## src/rtl/disp_pkg.sv

```systemverilog
// Shared constants, scan state encoding and anode-pattern helper for the display scanner.
// Latency: n/a (package only).
// Backpressure: n/a.
package disp_pkg;

  localparam int N_DIGITS = 4;
  localparam int SEL_W    = $clog2(N_DIGITS);

  // Anodes are active-low: all ones means every digit is dark.
  localparam logic [N_DIGITS-1:0] AN_OFF = 4'b1111;

  typedef enum logic [1:0] {
    IDLE  = 2'd0,
    BLANK = 2'd1,
    DRIVE = 2'd2
  } scan_state_t;

  // Anode vector for driving digit `sel`: one bit low when that digit is
  // enabled in the mask, otherwise the whole display stays dark.
  function automatic logic [N_DIGITS-1:0] an_pattern(
    input logic [SEL_W-1:0]    sel,
    input logic [N_DIGITS-1:0] digit_en
  );
    logic [N_DIGITS-1:0] an;
    an = AN_OFF;
    if (digit_en[sel]) begin
      an[sel] = 1'b0;
    end
    return an;
  endfunction

endpackage

```

## src/rtl/scan_prescaler.sv

```systemverilog
// Slot counter for the display scanner: counts clk cycles within a digit slot.
// Latency: wrap/blank_end are combinational decodes of the registered count.
// Backpressure: none; en=0 clears the count, run=0 holds it at zero.
//
// Ports:
//   clk, rst   - clock and async active-high reset
//   en         - scan enable; low clears the counter
//   run        - high while the FSM is in a counting state (BLANK/DRIVE)
//   wrap       - count is at PRESCALE-1 (last cycle of the slot)
//   blank_end  - count is at BLANK_CYCLES-1 (last blanked cycle); never set when BLANK_CYCLES=0
module scan_prescaler #(
  parameter int PRESCALE     = 50000,
  parameter int BLANK_CYCLES = 500
) (
  input  logic clk,
  input  logic rst,
  input  logic en,
  input  logic run,
  output logic wrap,
  output logic blank_end
);

  localparam int CNT_W = (PRESCALE > 1) ? $clog2(PRESCALE) : 1;

  localparam logic [CNT_W-1:0] CNT_LAST   = CNT_W'(PRESCALE - 1);
  // With no blanking there is no blank-end point; the value is unused then.
  localparam logic [CNT_W-1:0] BLANK_LAST = CNT_W'((BLANK_CYCLES > 0) ? BLANK_CYCLES - 1 : 0);
  localparam logic             HAS_BLANK  = (BLANK_CYCLES > 0);

  logic [CNT_W-1:0] cnt_d;
  logic [CNT_W-1:0] cnt_q;

  // Every slot (and every restart after en drops) begins from zero, so the
  // counter only ever advances while enabled and inside a slot.
  always_comb begin
    cnt_d = '0;
    if (en && run && (cnt_q != CNT_LAST)) begin
      cnt_d = cnt_q + 1'b1;
    end
  end

  always_ff @(posedge clk or posedge rst) begin
    if (rst) begin
      cnt_q <= '0;
    end else begin
      cnt_q <= cnt_d;
    end
  end

  assign wrap      = run && (cnt_q == CNT_LAST);
  assign blank_end = run && HAS_BLANK && (cnt_q == BLANK_LAST);

endmodule

```

## src/rtl/display_scan_ctrl.sv

```systemverilog
// Time-multiplexed scan controller for a 4-digit seven-segment display with blanking guard.
// Latency: all outputs registered; sel, an and ticks change together on the same edge.
// Backpressure: none; en=0 parks the scanner (display dark, sel held) until re-enabled.
//
// Ports:
//   clk, rst    - clock and async active-high reset
//   en          - scan enable; 0 freezes scanning and blanks the display
//   digit_en    - per-digit mask; bit i=0 keeps anode i off
//   sel         - current digit index for the segment mux
//   an          - active-low anode enables, matching sel
//   slot_tick   - one-cycle pulse on each sel advance
//   frame_tick  - one-cycle pulse when sel wraps 3->0
module display_scan_ctrl
  import disp_pkg::*;
#(
  parameter int PRESCALE     = 50000,
  parameter int BLANK_CYCLES = 500
) (
  input  logic                clk,
  input  logic                rst,
  input  logic                en,
  input  logic [N_DIGITS-1:0] digit_en,
  output logic [SEL_W-1:0]    sel,
  output logic [N_DIGITS-1:0] an,
  output logic                slot_tick,
  output logic                frame_tick
);

  // A slot opens in BLANK unless there is no guard, in which case it drives
  // from its very first cycle.
  localparam scan_state_t SLOT_START = (BLANK_CYCLES == 0) ? DRIVE : BLANK;
  localparam logic [SEL_W-1:0] SEL_LAST = SEL_W'(N_DIGITS - 1);

  scan_state_t         state_d,      state_q;
  logic [SEL_W-1:0]    sel_d,        sel_q;
  logic [N_DIGITS-1:0] an_d,         an_q;
  logic                slot_tick_d,  slot_tick_q;
  logic                frame_tick_d, frame_tick_q;

  logic run;
  logic wrap;
  logic blank_end;

  assign run = (state_q != IDLE);

  scan_prescaler #(
    .PRESCALE     (PRESCALE),
    .BLANK_CYCLES (BLANK_CYCLES)
  ) u_prescaler (
    .clk       (clk),
    .rst       (rst),
    .en        (en),
    .run       (run),
    .wrap      (wrap),
    .blank_end (blank_end)
  );

  always_comb begin
    state_d      = state_q;
    sel_d        = sel_q;
    an_d         = AN_OFF;
    slot_tick_d  = 1'b0;
    frame_tick_d = 1'b0;

    if (!en) begin
      // Disable wins over a coincident slot end: no tick, sel stays put.
      state_d = IDLE;
    end else begin
      case (state_q)
        IDLE: begin
          state_d = SLOT_START;
        end
        BLANK, DRIVE: begin
          if (wrap) begin
            sel_d        = sel_q + 1'b1;
            slot_tick_d  = 1'b1;
            frame_tick_d = (sel_q == SEL_LAST);
            state_d      = SLOT_START;
          end else if ((state_q == BLANK) && blank_end) begin
            state_d = DRIVE;
          end
        end
        default: begin
          state_d = IDLE;
        end
      endcase
    end

    // Anodes are derived from the next state/sel so they always line up
    // with the sel value presented on the same edge.
    if (state_d == DRIVE) begin
      an_d = an_pattern(sel_d, digit_en);
    end
  end

  always_ff @(posedge clk or posedge rst) begin
    if (rst) begin
      state_q      <= IDLE;
      sel_q        <= '0;
      an_q         <= AN_OFF;
      slot_tick_q  <= 1'b0;
      frame_tick_q <= 1'b0;
    end else begin
      state_q      <= state_d;
      sel_q        <= sel_d;
      an_q         <= an_d;
      slot_tick_q  <= slot_tick_d;
      frame_tick_q <= frame_tick_d;
    end
  end

  assign sel        = sel_q;
  assign an         = an_q;
  assign slot_tick  = slot_tick_q;
  assign frame_tick = frame_tick_q;

endmodule

```

## config.mk

```make
export PLATFORM = sky130hd
export DESIGN_NAME = display_scan_ctrl
export DESIGN_NICKNAME = d
export VERILOG_FILES = /design/src/rtl/disp_pkg.sv /design/src/rtl/scan_prescaler.sv /design/src/rtl/display_scan_ctrl.sv
export SDC_FILE = /design/constraint.sdc
export NUM_CORES = 1
export LEC_CHECK = 0
export BUFFER_PORTS_ARGS = -buffer_cell sky130_fd_sc_hd__buf_4
export CAP_MARGIN = 30
export CORE_ASPECT_RATIO = 1.5
export CORE_UTILIZATION = 51
export CTS_CLUSTER_SIZE = 8
export DETAILED_ROUTE_END_ITERATION = 12
export MAX_ROUTING_LAYER = met4
export PLACE_DENSITY = 0.71
export SYNTH_ARGS = -nofsm -noshare
export SYNTH_HDL_FRONTEND = slang
export SYNTH_HIERARCHICAL = 1
export SYNTH_SLANG_ARGS = --single-unit
```

## constraint.sdc

```tcl
create_clock -name clk -period 6.9 [get_ports clk]
set_clock_uncertainty 0.05 [all_clocks]
set_input_delay 0.69 -clock clk [delete_from_list [all_inputs] [get_ports clk]]
set_output_delay 0.69 -clock clk [all_outputs]
set_load 0.02 [all_outputs]
```

==> report_table.html, run 1 <==
<table>
<tr><th>Metric</th><th>Value</th></tr>
<tr><th colspan="2">Finish</th></tr>
<tr><td>Antenna diodes</td><td>0</td></tr>
<tr><td>Final Net Count</td><td>161</td></tr>
<tr><td>Core occupancy in the finished layout</td><td>61.1%</td></tr>
<tr><td>Area of all placed cells without fillers</td><td>1550 sq um</td></tr>
<tr><td>Ratio of cells with drive above 1 in the final layout</td><td>21.8%</td></tr>
<tr><td>Area overhead of the layout relative to synthesis</td><td>10.5%</td></tr>
<tr><th colspan="2">Drt</th></tr>
<tr><td>Routed wire length</td><td>2420 microns</td></tr>
<tr><td>Via density</td><td>5.30</td></tr>
<tr><td>Post-DRT Antenna Nets</td><td>0</td></tr>
<tr><td>Initial detailed-routing violation count</td><td>37</td></tr>
<tr><td>Post-DR wirelength/cell</td><td>13.2 microns</td></tr>
<tr><td>First-pass iteration count of the detailed router</td><td>4</td></tr>
<tr><td>Post-route DRC violation count</td><td>0</td></tr>
<tr><td>Via Count</td><td>970</td></tr>
<tr><th colspan="2">STA</th></tr>
<tr><td>Final Hold Fails</td><td>0</td></tr>
<tr><td>RSZ-0062 raised after global routing</td><td>no</td></tr>
<tr><td>Final hold slack</td><td>0.286 ns</td></tr>
<tr><td>Min Clock Period, post-route</td><td>2.64 ns</td></tr>
<tr><td>Fin crit share</td><td>38.3%</td></tr>
<tr><td>Count of pins over their slew limit</td><td>0</td></tr>
<tr><td>Max-slew headroom</td><td>54.6%</td></tr>
<tr><td>Achievable frequency</td><td>379 MHz</td></tr>
<tr><td>Slew at the pin with the worst max-slew slack</td><td>0.679 ns</td></tr>
<tr><td>Setup violations, final</td><td>0</td></tr>
<tr><td>TNS Setup</td><td>0 ns</td></tr>
<tr><th colspan="2">Place</th></tr>
<tr><td>Total of buffers placed on input and output ports</td><td>14</td></tr>
<tr><td>Final GP Congestion</td><td>0.844</td></tr>
<tr><td>DP Area</td><td>1520 sq um</td></tr>
<tr><td>Post-DP HPWL</td><td>1820 microns</td></tr>
<tr><th colspan="2">Clock tree</th></tr>
<tr><td>Count of clock tree sinks</td><td>26</td></tr>
<tr><td>CTS tree</td><td>built</td></tr>
<tr><td>Clock tree root driver cell</td><td>clkbuf_4</td></tr>
<tr><td>Clock-pin slew on the worst setup and hold paths</td><td>0.13 ns</td></tr>
<tr><td>Clock insertion delay at the later pin of the skew report</td><td>0.31 ns</td></tr>
<tr><td>Total clock buffers created by CTS</td><td>3</td></tr>
<tr><td>Longest Clk Path Bufs</td><td>2</td></tr>
<tr><td>Cts-stage hold buffer count</td><td>0</td></tr>
<tr><td>Total number of H-tree levels</td><td>1</td></tr>
<tr><td>Count of buffers added by post-CTS timing repair for setup</td><td>0</td></tr>
<tr><td>Post-CTS sizing</td><td>0</td></tr>
<tr><th colspan="2">Pwr</th></tr>
<tr><td>Static leakage power</td><td>0.615 nW</td></tr>
<tr><td>Overall power</td><td>230 uW</td></tr>
<tr><td>VDD IR max</td><td>0.124 mV</td></tr>
<tr><td>Pwr/cell area</td><td>149 nW/um^2</td></tr>
<tr><th colspan="2">Synth</th></tr>
<tr><td>Asr flop ratio synth</td><td>100%</td></tr>
<tr><td>Cell area after synthesis</td><td>1400 sq um</td></tr>
<tr><td>Dominant cells by area after synthesis</td><td>dfrtp_1 39%, xnor2_1 8.8%, dfstp_2 7.5%</td></tr>
<tr><td>Nets in the synthesized netlist</td><td>145</td></tr>
<tr><td>Most area-hungry cell type in the Yosys netlist</td><td>dfrtp_1</td></tr>
<tr><td>Leading cell type by number of instances after synthesis</td><td>dfrtp_1</td></tr>
<tr><td>Number of distinct library cell variants in the gate-level netlist after synthesis</td><td>34</td></tr>
<tr><td>Number of flip-flops and latches in the synthesized netlist</td><td>26</td></tr>
<tr><td>Commonest register cell after synthesis</td><td>dfrtp_1</td></tr>
<tr><td>Number of synthesized flops with an enable pin</td><td>0</td></tr>
<tr><td>Most frequent cells after synthesis</td><td>22 x dfrtp_1, 20 x nor2_1, 14 x xnor2_1</td></tr>
<tr><td>Synthesis Warnings</td><td>6</td></tr>
<tr><td>Share of the yosys chip area belonging to registers</td><td>46.8%</td></tr>
<tr><td>Top-area cell type share of the netlist area</td><td>39.3%</td></tr>
<tr><td>Mapped Avg Cell Area</td><td>10.5 sq um</td></tr>
<tr><td>Cell count after synthesis</td><td>133</td></tr>
<tr><th colspan="2">Worst hold path</th></tr>
<tr><td>Hold/Removal Path Class</td><td>in2async</td></tr>
<tr><th colspan="2">Global route</th></tr>
<tr><td>Global-route usage over all layers</td><td>21.5%</td></tr>
<tr><td>Number of antenna violations at the first check in global routing</td><td>0</td></tr>
<tr><td>Vias in the first global route</td><td>1052</td></tr>
<tr><td>First-pass GRT wire length</td><td>4490 microns</td></tr>
<tr><td>Total global routing overflow</td><td>0</td></tr>
<tr><td>Pin count of the biggest net entering global routing</td><td>17</td></tr>
<tr><th colspan="2">Floorplan</th></tr>
<tr><td>Height of the die</td><td>66.2 microns</td></tr>
<tr><td>Floorplan die width</td><td>44.8 microns</td></tr>
<tr><td>Row count</td><td>22</td></tr>
<tr><td>Effective utilization at floorplan</td><td>55.3%</td></tr>
<tr><td>Number of ports placed on the die boundary</td><td>15</td></tr>
<tr><td>Placeable core area</td><td>2530 sq um</td></tr>
<tr><td>Die Area</td><td>2960 sq um</td></tr>
<tr><th colspan="2">Flow run</th></tr>
<tr><td>Number of max-cap violations</td><td>0</td></tr>
<tr><th colspan="2">Worst setup path</th></tr>
<tr><td>Crit start category</td><td>register</td></tr>
<tr><td>Data arrival time at the worst-slack endpoint</td><td>2.83 ns</td></tr>
<tr><td>Type of the setup path with the least slack</td><td>reg2reg</td></tr>
<tr><td>Worst Reg-to-Reg Cells</td><td>9</td></tr>
<tr><td>Cell breakdown of the critical path</td><td>ha_1 &gt; nand3_4 &gt; or4_4 &gt; nor3_1 &gt; nand3_2 &gt; inv_2 &gt; mux2i_1 &gt; inv_1 &gt; o211ai_1</td></tr>
<tr><td>Required time of the worst setup path</td><td>7.09 ns</td></tr>
<tr><td>Highest-delay cell along the critical path</td><td>or4_4</td></tr>
<tr><td>Maximum fanout encountered on the critical timing path</td><td>7</td></tr>
<tr><td>Element type at the critical path end</td><td>register</td></tr>
<tr><td>Critical path's largest stage delay</td><td>0.53 ns</td></tr>
<tr><th colspan="2">Outcome</th></tr>
<tr><td>Result of the run</td><td>finished, final reports clean</td></tr>
</table>
-- per-layer routing --
layer  track usage, %  wire length [microns]
met5                -                      0
met4             11.7                     19
met3             3.28                     86
met2             37.5                   1350
met1             22.4                    957
-- critical path: cells and delay by family, from the launching register on --
kind / cells / cell delay (ns)
DFF: 1 / 0.41
muxes: 1 / 0.29
and+or+nand+nor: 4 / 1.21
buffers and inverters: 2 / 0.26
adders and majority gates: 1 / 0.26
AOI/OAI and AO/OA: 1 / 0.11
-- worst paths after layout --
path                                                      from                               to  slack [ns]
min in group clk                u_prescaler/cnt_q[0]$_DFF_PP0_   u_prescaler/cnt_q[0]$_DFF_PP0_        0.44
worst min-delay path                                       rst                 sel[0]$_DFF_PP0_        0.29
worst min register to register  u_prescaler/cnt_q[0]$_DFF_PP0_   u_prescaler/cnt_q[0]$_DFF_PP0_        0.44
worst max-delay path            u_prescaler/cnt_q[0]$_DFF_PP0_                  an[3]$_DFF_PP1_        4.26
max in group asynchronous                                  rst  u_prescaler/cnt_q[11]$_DFF_PP0_        6.02
worst max register to register  u_prescaler/cnt_q[0]$_DFF_PP0_                  an[3]$_DFF_PP1_        4.26
-- cells in the final DEF (no fill, tap or decap), drive strengths merged, types with 3 or more instances in the layout --
master | synthesis | layout
nor3 | 7 | 7
buf | 1 | 14
xnor2 | 14 | 14
inv | 11 | 11
clkbuf | 1 | 3
nand3 | 7 | 7
nand2 | 5 | 5
dfrtp | 22 | 22
nand4 | 3 | 3
mux2i | 3 | 3
ha | 5 | 5
nor4 | 5 | 5
dfstp | 4 | 4
o211ai | 4 | 4
or4 | 3 | 3
nor2 | 20 | 20
-- stage by stage --
stage / setup WS [ns] / std cells
2_1_floorplan: 4.55 / 133
3_3_place_gp: 4.39 / 180
3_5_place_dp: 4.32 / 180
4_1_cts: 4.28 / 183
5_1_grt: 4.07 / 183
6_report: 4.26 / 183
-- final cells by class --
cell class / instances / area [sq um]
multi-input combinational: 93 / 677
fill: 223 / 986
tap: 36 / 45.0
sequential: 26 / 656
inverter: 11 / 41.3
clock buffer: 3 / 22.5
timing repair buffer: 14 / 105
-- kinds of logic after synthesis --
group / count (synthesis) / share of synthesized area (%)
DFF: 26 / 46.8
adders and majority gates: 5 / 4.47
buffers and inverters: 14 / 4.83
muxes: 5 / 4.29
and+or+nand+nor: 58 / 23.7
AOI/OAI and AO/OA: 10 / 6.52
xor gates and xnor gates: 15 / 9.38
-- registers in the layout, summed over array words and instances, names as in the netlist --
signal	cells
u_prescaler/cnt_q	16
an	4
sel	2
state_q	2
frame_tick	1
slot_tick	1
-- power breakdown --
group          switching (mW)  total, mW  internal [mW]
clock network          0.0405     0.0609         0.0204
logic                 0.00913     0.0150        0.00591
registers             0.00102      0.154          0.153
No activity file was read; power rests on OpenSTA's default activity.
==> inputs of run 2 (changes only) <==
Settings changed: PLACE_DENSITY 0.71 to 0.74.
Clock period 6.9 ns to 2.3 ns, I/O delays scaled along.
==> report_table.html, run 2 (synthesis gave the netlist of run 1 again) <==
<table>
<tr><th>Metric</th><th>Value</th></tr>
<tr><th colspan="2">Clock tree</th></tr>
<tr><td>Total number of H-tree levels</td><td>1 (unchanged)</td></tr>
<tr><td>CTS tree</td><td>built</td></tr>
<tr><td>Clock insertion delay at the later pin of the skew report</td><td>0.32 ns (about the same)</td></tr>
<tr><td>Count of clock tree sinks</td><td>26 (unchanged)</td></tr>
<tr><td>Total clock buffers created by CTS</td><td>3 (unchanged)</td></tr>
<tr><td>Clock-pin slew on the worst setup and hold paths</td><td>0.13 ns (about the same)</td></tr>
<tr><td>Longest Clk Path Bufs</td><td>2 (unchanged)</td></tr>
<tr><td>Clock tree root driver cell</td><td>clkbuf_4</td></tr>
<tr><th colspan="2">STA</th></tr>
<tr><td>Min Clock Period, post-route</td><td>2.19 ns (-0.456 ns)</td></tr>
<tr><td>Achievable frequency</td><td>458 MHz (+21%)</td></tr>
<tr><td>Max-slew headroom</td><td>59.0% (+4.4 points)</td></tr>
<tr><td>Fin crit share</td><td>95.0% (+57 points)</td></tr>
<tr><td>Slew at the pin with the worst max-slew slack</td><td>0.615 ns (-0.0646 ns)</td></tr>
<tr><td>Count of pins over their slew limit</td><td>0 (unchanged)</td></tr>
<tr><td>Setup violations, final</td><td>0 (unchanged)</td></tr>
<tr><td>TNS Setup</td><td>0 ns (unchanged)</td></tr>
<tr><td>Final Hold Fails</td><td>0 (unchanged)</td></tr>
<tr><th colspan="2">Finish</th></tr>
<tr><td>Most common cell after layout, fill and taps aside</td><td>buf_4</td></tr>
<tr><td>Number of flip-flops under the largest register name</td><td>16 (unchanged)</td></tr>
<tr><td>Area of all placed cells without fillers</td><td>1660 sq um (+7.3%)</td></tr>
<tr><td>Area overhead of the layout relative to synthesis</td><td>18.5%</td></tr>
<tr><td>Highest-count cells in the layout ignoring fill and taps</td><td>24 x buf_4, 22 x dfrtp_1, 20 x nor2_1</td></tr>
<tr><td>Final Net Count</td><td>172 (+6.8%)</td></tr>
<tr><td>Register Area</td><td>656 sq um (unchanged)</td></tr>
<tr><td>Register with the most flip-flops</td><td>u_prescaler/cnt_q</td></tr>
<tr><td>Number of fill cells in the layout</td><td>217 (-2.7%)</td></tr>
<tr><td>Antenna diodes</td><td>0 (unchanged)</td></tr>
<tr><td>Ratio of cells with drive above 1 in the final layout</td><td>28.5% (+6.7 points)</td></tr>
<tr><td>Area used by multi-input combinational logic</td><td>704 sq um (+4.1%)</td></tr>
<tr><th colspan="2">Worst setup path</th></tr>
<tr><td>Data arrival time at the worst-slack endpoint</td><td>2.39 ns (-0.44 ns)</td></tr>
<tr><td>Cell breakdown of the critical path</td><td>ha_4 &gt; nand3_4 &gt; or4_4 &gt; nor3_4 &gt; nand3_2 &gt; inv_2 &gt; mux2i_2 &gt; inv_1 &gt; o211ai_1</td></tr>
<tr><td>Maximum fanout encountered on the critical timing path</td><td>3 (-4)</td></tr>
<tr><td>Type of the setup path with the least slack</td><td>reg2reg</td></tr>
<tr><td>Critical path's largest stage delay</td><td>0.53 ns (about the same)</td></tr>
<tr><td>Required time of the worst setup path</td><td>2.50 ns (-4.59 ns)</td></tr>
<tr><td>Crit start category</td><td>register</td></tr>
<tr><td>Highest-delay cell along the critical path</td><td>or4_4</td></tr>
<tr><td>Element type at the critical path end</td><td>register</td></tr>
<tr><th colspan="2">Place</th></tr>
<tr><td>Post-DP HPWL</td><td>2050 microns (+13%)</td></tr>
<tr><td>Final GP Congestion</td><td>0.865 (+2.5%)</td></tr>
<tr><td>DP Area</td><td>1590 sq um (+4.3%)</td></tr>
<tr><td>Total of buffers placed on input and output ports</td><td>14 (unchanged)</td></tr>
<tr><th colspan="2">Drt</th></tr>
<tr><td>Routed wire length</td><td>2740 microns (+14%)</td></tr>
<tr><td>Post-DRT Antenna Nets</td><td>0 (unchanged)</td></tr>
<tr><td>First-pass iteration count of the detailed router</td><td>4 (unchanged)</td></tr>
<tr><td>Initial detailed-routing violation count</td><td>24 (-35%)</td></tr>
<tr><td>Via Count</td><td>1031 (+6.3%)</td></tr>
<tr><td>Via density</td><td>5.31 (+0.26%)</td></tr>
<tr><td>Post-DR wirelength/cell</td><td>14.1 microns (+7.1%)</td></tr>
<tr><td>Post-route DRC violation count</td><td>0 (unchanged)</td></tr>
<tr><th colspan="2">Global route</th></tr>
<tr><td>Pin count of the biggest net entering global routing</td><td>17 (unchanged)</td></tr>
<tr><td>Vias in the first global route</td><td>1103 (+4.8%)</td></tr>
<tr><td>Total global routing overflow</td><td>0 (unchanged)</td></tr>
<tr><td>Global-route usage over all layers</td><td>22.6% (+1.1 points)</td></tr>
<tr><td>First-pass GRT wire length</td><td>4720 microns (+5.1%)</td></tr>
<tr><td>Number of antenna violations at the first check in global routing</td><td>0 (unchanged)</td></tr>
<tr><th colspan="2">Pwr</th></tr>
<tr><td>Cell-internal power</td><td>545 uW (+200%)</td></tr>
<tr><td>Part of the power in registers</td><td>65.8% (-1.2 points)</td></tr>
<tr><td>Static leakage power</td><td>0.677 nW (+10%)</td></tr>
<tr><td>VDD IR max</td><td>0.383 mV (+210%)</td></tr>
<tr><td>Clock share of power</td><td>26.6% (+0.2 points)</td></tr>
<tr><td>Pwr/cell area</td><td>425 nW/um^2 (+190%)</td></tr>
<tr><td>Combinational share of power</td><td>7.6% (+1.1 points)</td></tr>
<tr><td>Switching Share</td><td>22.6% (+0.68 points)</td></tr>
<tr><td>Switching power summed over all nets</td><td>160 uW (+220%)</td></tr>
<tr><th colspan="2">Outcome</th></tr>
<tr><td>Result of the run</td><td>finished, final reports clean</td></tr>
<tr><th colspan="2">Floorplan</th></tr>
<tr><td>Die Area</td><td>2960 sq um (unchanged)</td></tr>
<tr><td>Number of ports placed on the die boundary</td><td>15 (unchanged)</td></tr>
<tr><td>Placeable core area</td><td>2530 sq um (unchanged)</td></tr>
<tr><td>Height of the die</td><td>66.2 microns (unchanged)</td></tr>
<tr><td>Effective utilization at floorplan</td><td>55.3% (unchanged)</td></tr>
<tr><td>Row count</td><td>22 (unchanged)</td></tr>
<tr><td>Floorplan die width</td><td>44.8 microns (unchanged)</td></tr>
<tr><th colspan="2">Worst hold path</th></tr>
<tr><td>Hold/Removal Path Class</td><td>in2reg</td></tr>
<tr><th colspan="2">Flow run</th></tr>
<tr><td>Number of max-cap violations</td><td>0 (unchanged)</td></tr>
</table>
==> run 2: cell types whose count changed in the layout (fill, tap and decap cells not counted) <==
| cell | previous run | this run |
|---|---|---|
| buf_4 | 14 | 24 |
| dlygate4sd3_1 | 0 | 1 |
| ha_1 | 5 | 4 |
| ha_4 | 0 | 1 |
| mux2i_1 | 3 | 2 |
| mux2i_2 | 0 | 1 |
| nor3_1 | 7 | 6 |
| nor3_4 | 0 | 1 |
==> run 2: worst paths after layout <==
kind | slack [ns] | to | from | depth (start not counted)
min | 0.13 | state_q[0]$_DFF_PP0_ | en | 3
max | 0.11 | an[3]$_DFF_PP1_ | u_prescaler/cnt_q[0]$_DFF_PP0_ | 9
min reg2reg | 0.54 | u_prescaler/cnt_q[15]$_DFF_PP0_ | u_prescaler/cnt_q[15]$_DFF_PP0_ | 2
max in group asynchronous | 1.32 | u_prescaler/cnt_q[1]$_DFF_PP0_ | rst | 3
min in group asynchronous | 0.37 | state_q[0]$_DFF_PP0_ | rst | 3
max reg2reg | 0.11 | an[3]$_DFF_PP1_ | u_prescaler/cnt_q[0]$_DFF_PP0_ | 9
==> run 2: worst max-delay path: cells and delay by family, from the launching register on <==
| family | cells | cell delay, ns |
|---|---|---|
| AND/OR/NAND/NOR | 4 | 0.90 |
| buffers and inverters | 2 | 0.20 |
| AO/OA/AOI/OAI | 1 | 0.10 |
| flip-flops | 1 | 0.43 |
| multiplexers | 1 | 0.25 |
| adder cells (fa/ha/maj) | 1 | 0.18 |
==> run 2: timing repair <==
item,CTS,global route
endpoints found under the setup margin,3,5
gates resized for setup,2,2
setup buffers,0,2
hold buffers,1,0
pin swaps,0,1
cloned,0,0
hold endpoints to repair,22,0
==> run 2: final cells by class <==
class                      count  share of cell area, %
inverter                      11                   2.49
sequential                    26                   39.5
timing repair buffer          25                   11.5
multi-input combinational     93                   42.5
clock buffer                   3                   1.36
tap                           36                   2.71
==> run 2: stage by stage <==
stage	total power [mW]	setup WS, ns	hold slack, ns	instances	util (%)
5_1_grt	0.738	-0.0221	0.158	194	65.5
6_report	0.705	0.114	0.129	194	65.5
3_3_place_gp	0.520	0.0762	0.175	188	62.7
4_1_cts	0.712	0.000846	0.117	192	64.3
3_5_place_dp	0.521	-0.0187	0.180	188	62.7
2_1_floorplan	0.502	0.0333	0.0173	133	-
==> run 2: power by group through the flow <==
stage / Combinational [mW] / Sequential [mW] / Clock [mW]
final: 0.0536 / 0.464 / 0.188
after global routing: 0.0618 / 0.464 / 0.211
after CTS: 0.0511 / 0.463 / 0.197
after detailed placement: 0.0493 / 0.471 / 0
after global placement: 0.0486 / 0.471 / 0
after floorplan: 0.0309 / 0.471 / 0
==> run 2: per-layer routing <==
layer / GRT usage (%) / wire length, microns
met5: - / 0
met1: 24.9 / 1080
met4: 11.4 / 50
met2: 39.9 / 1560
met3: 1.64 / 50
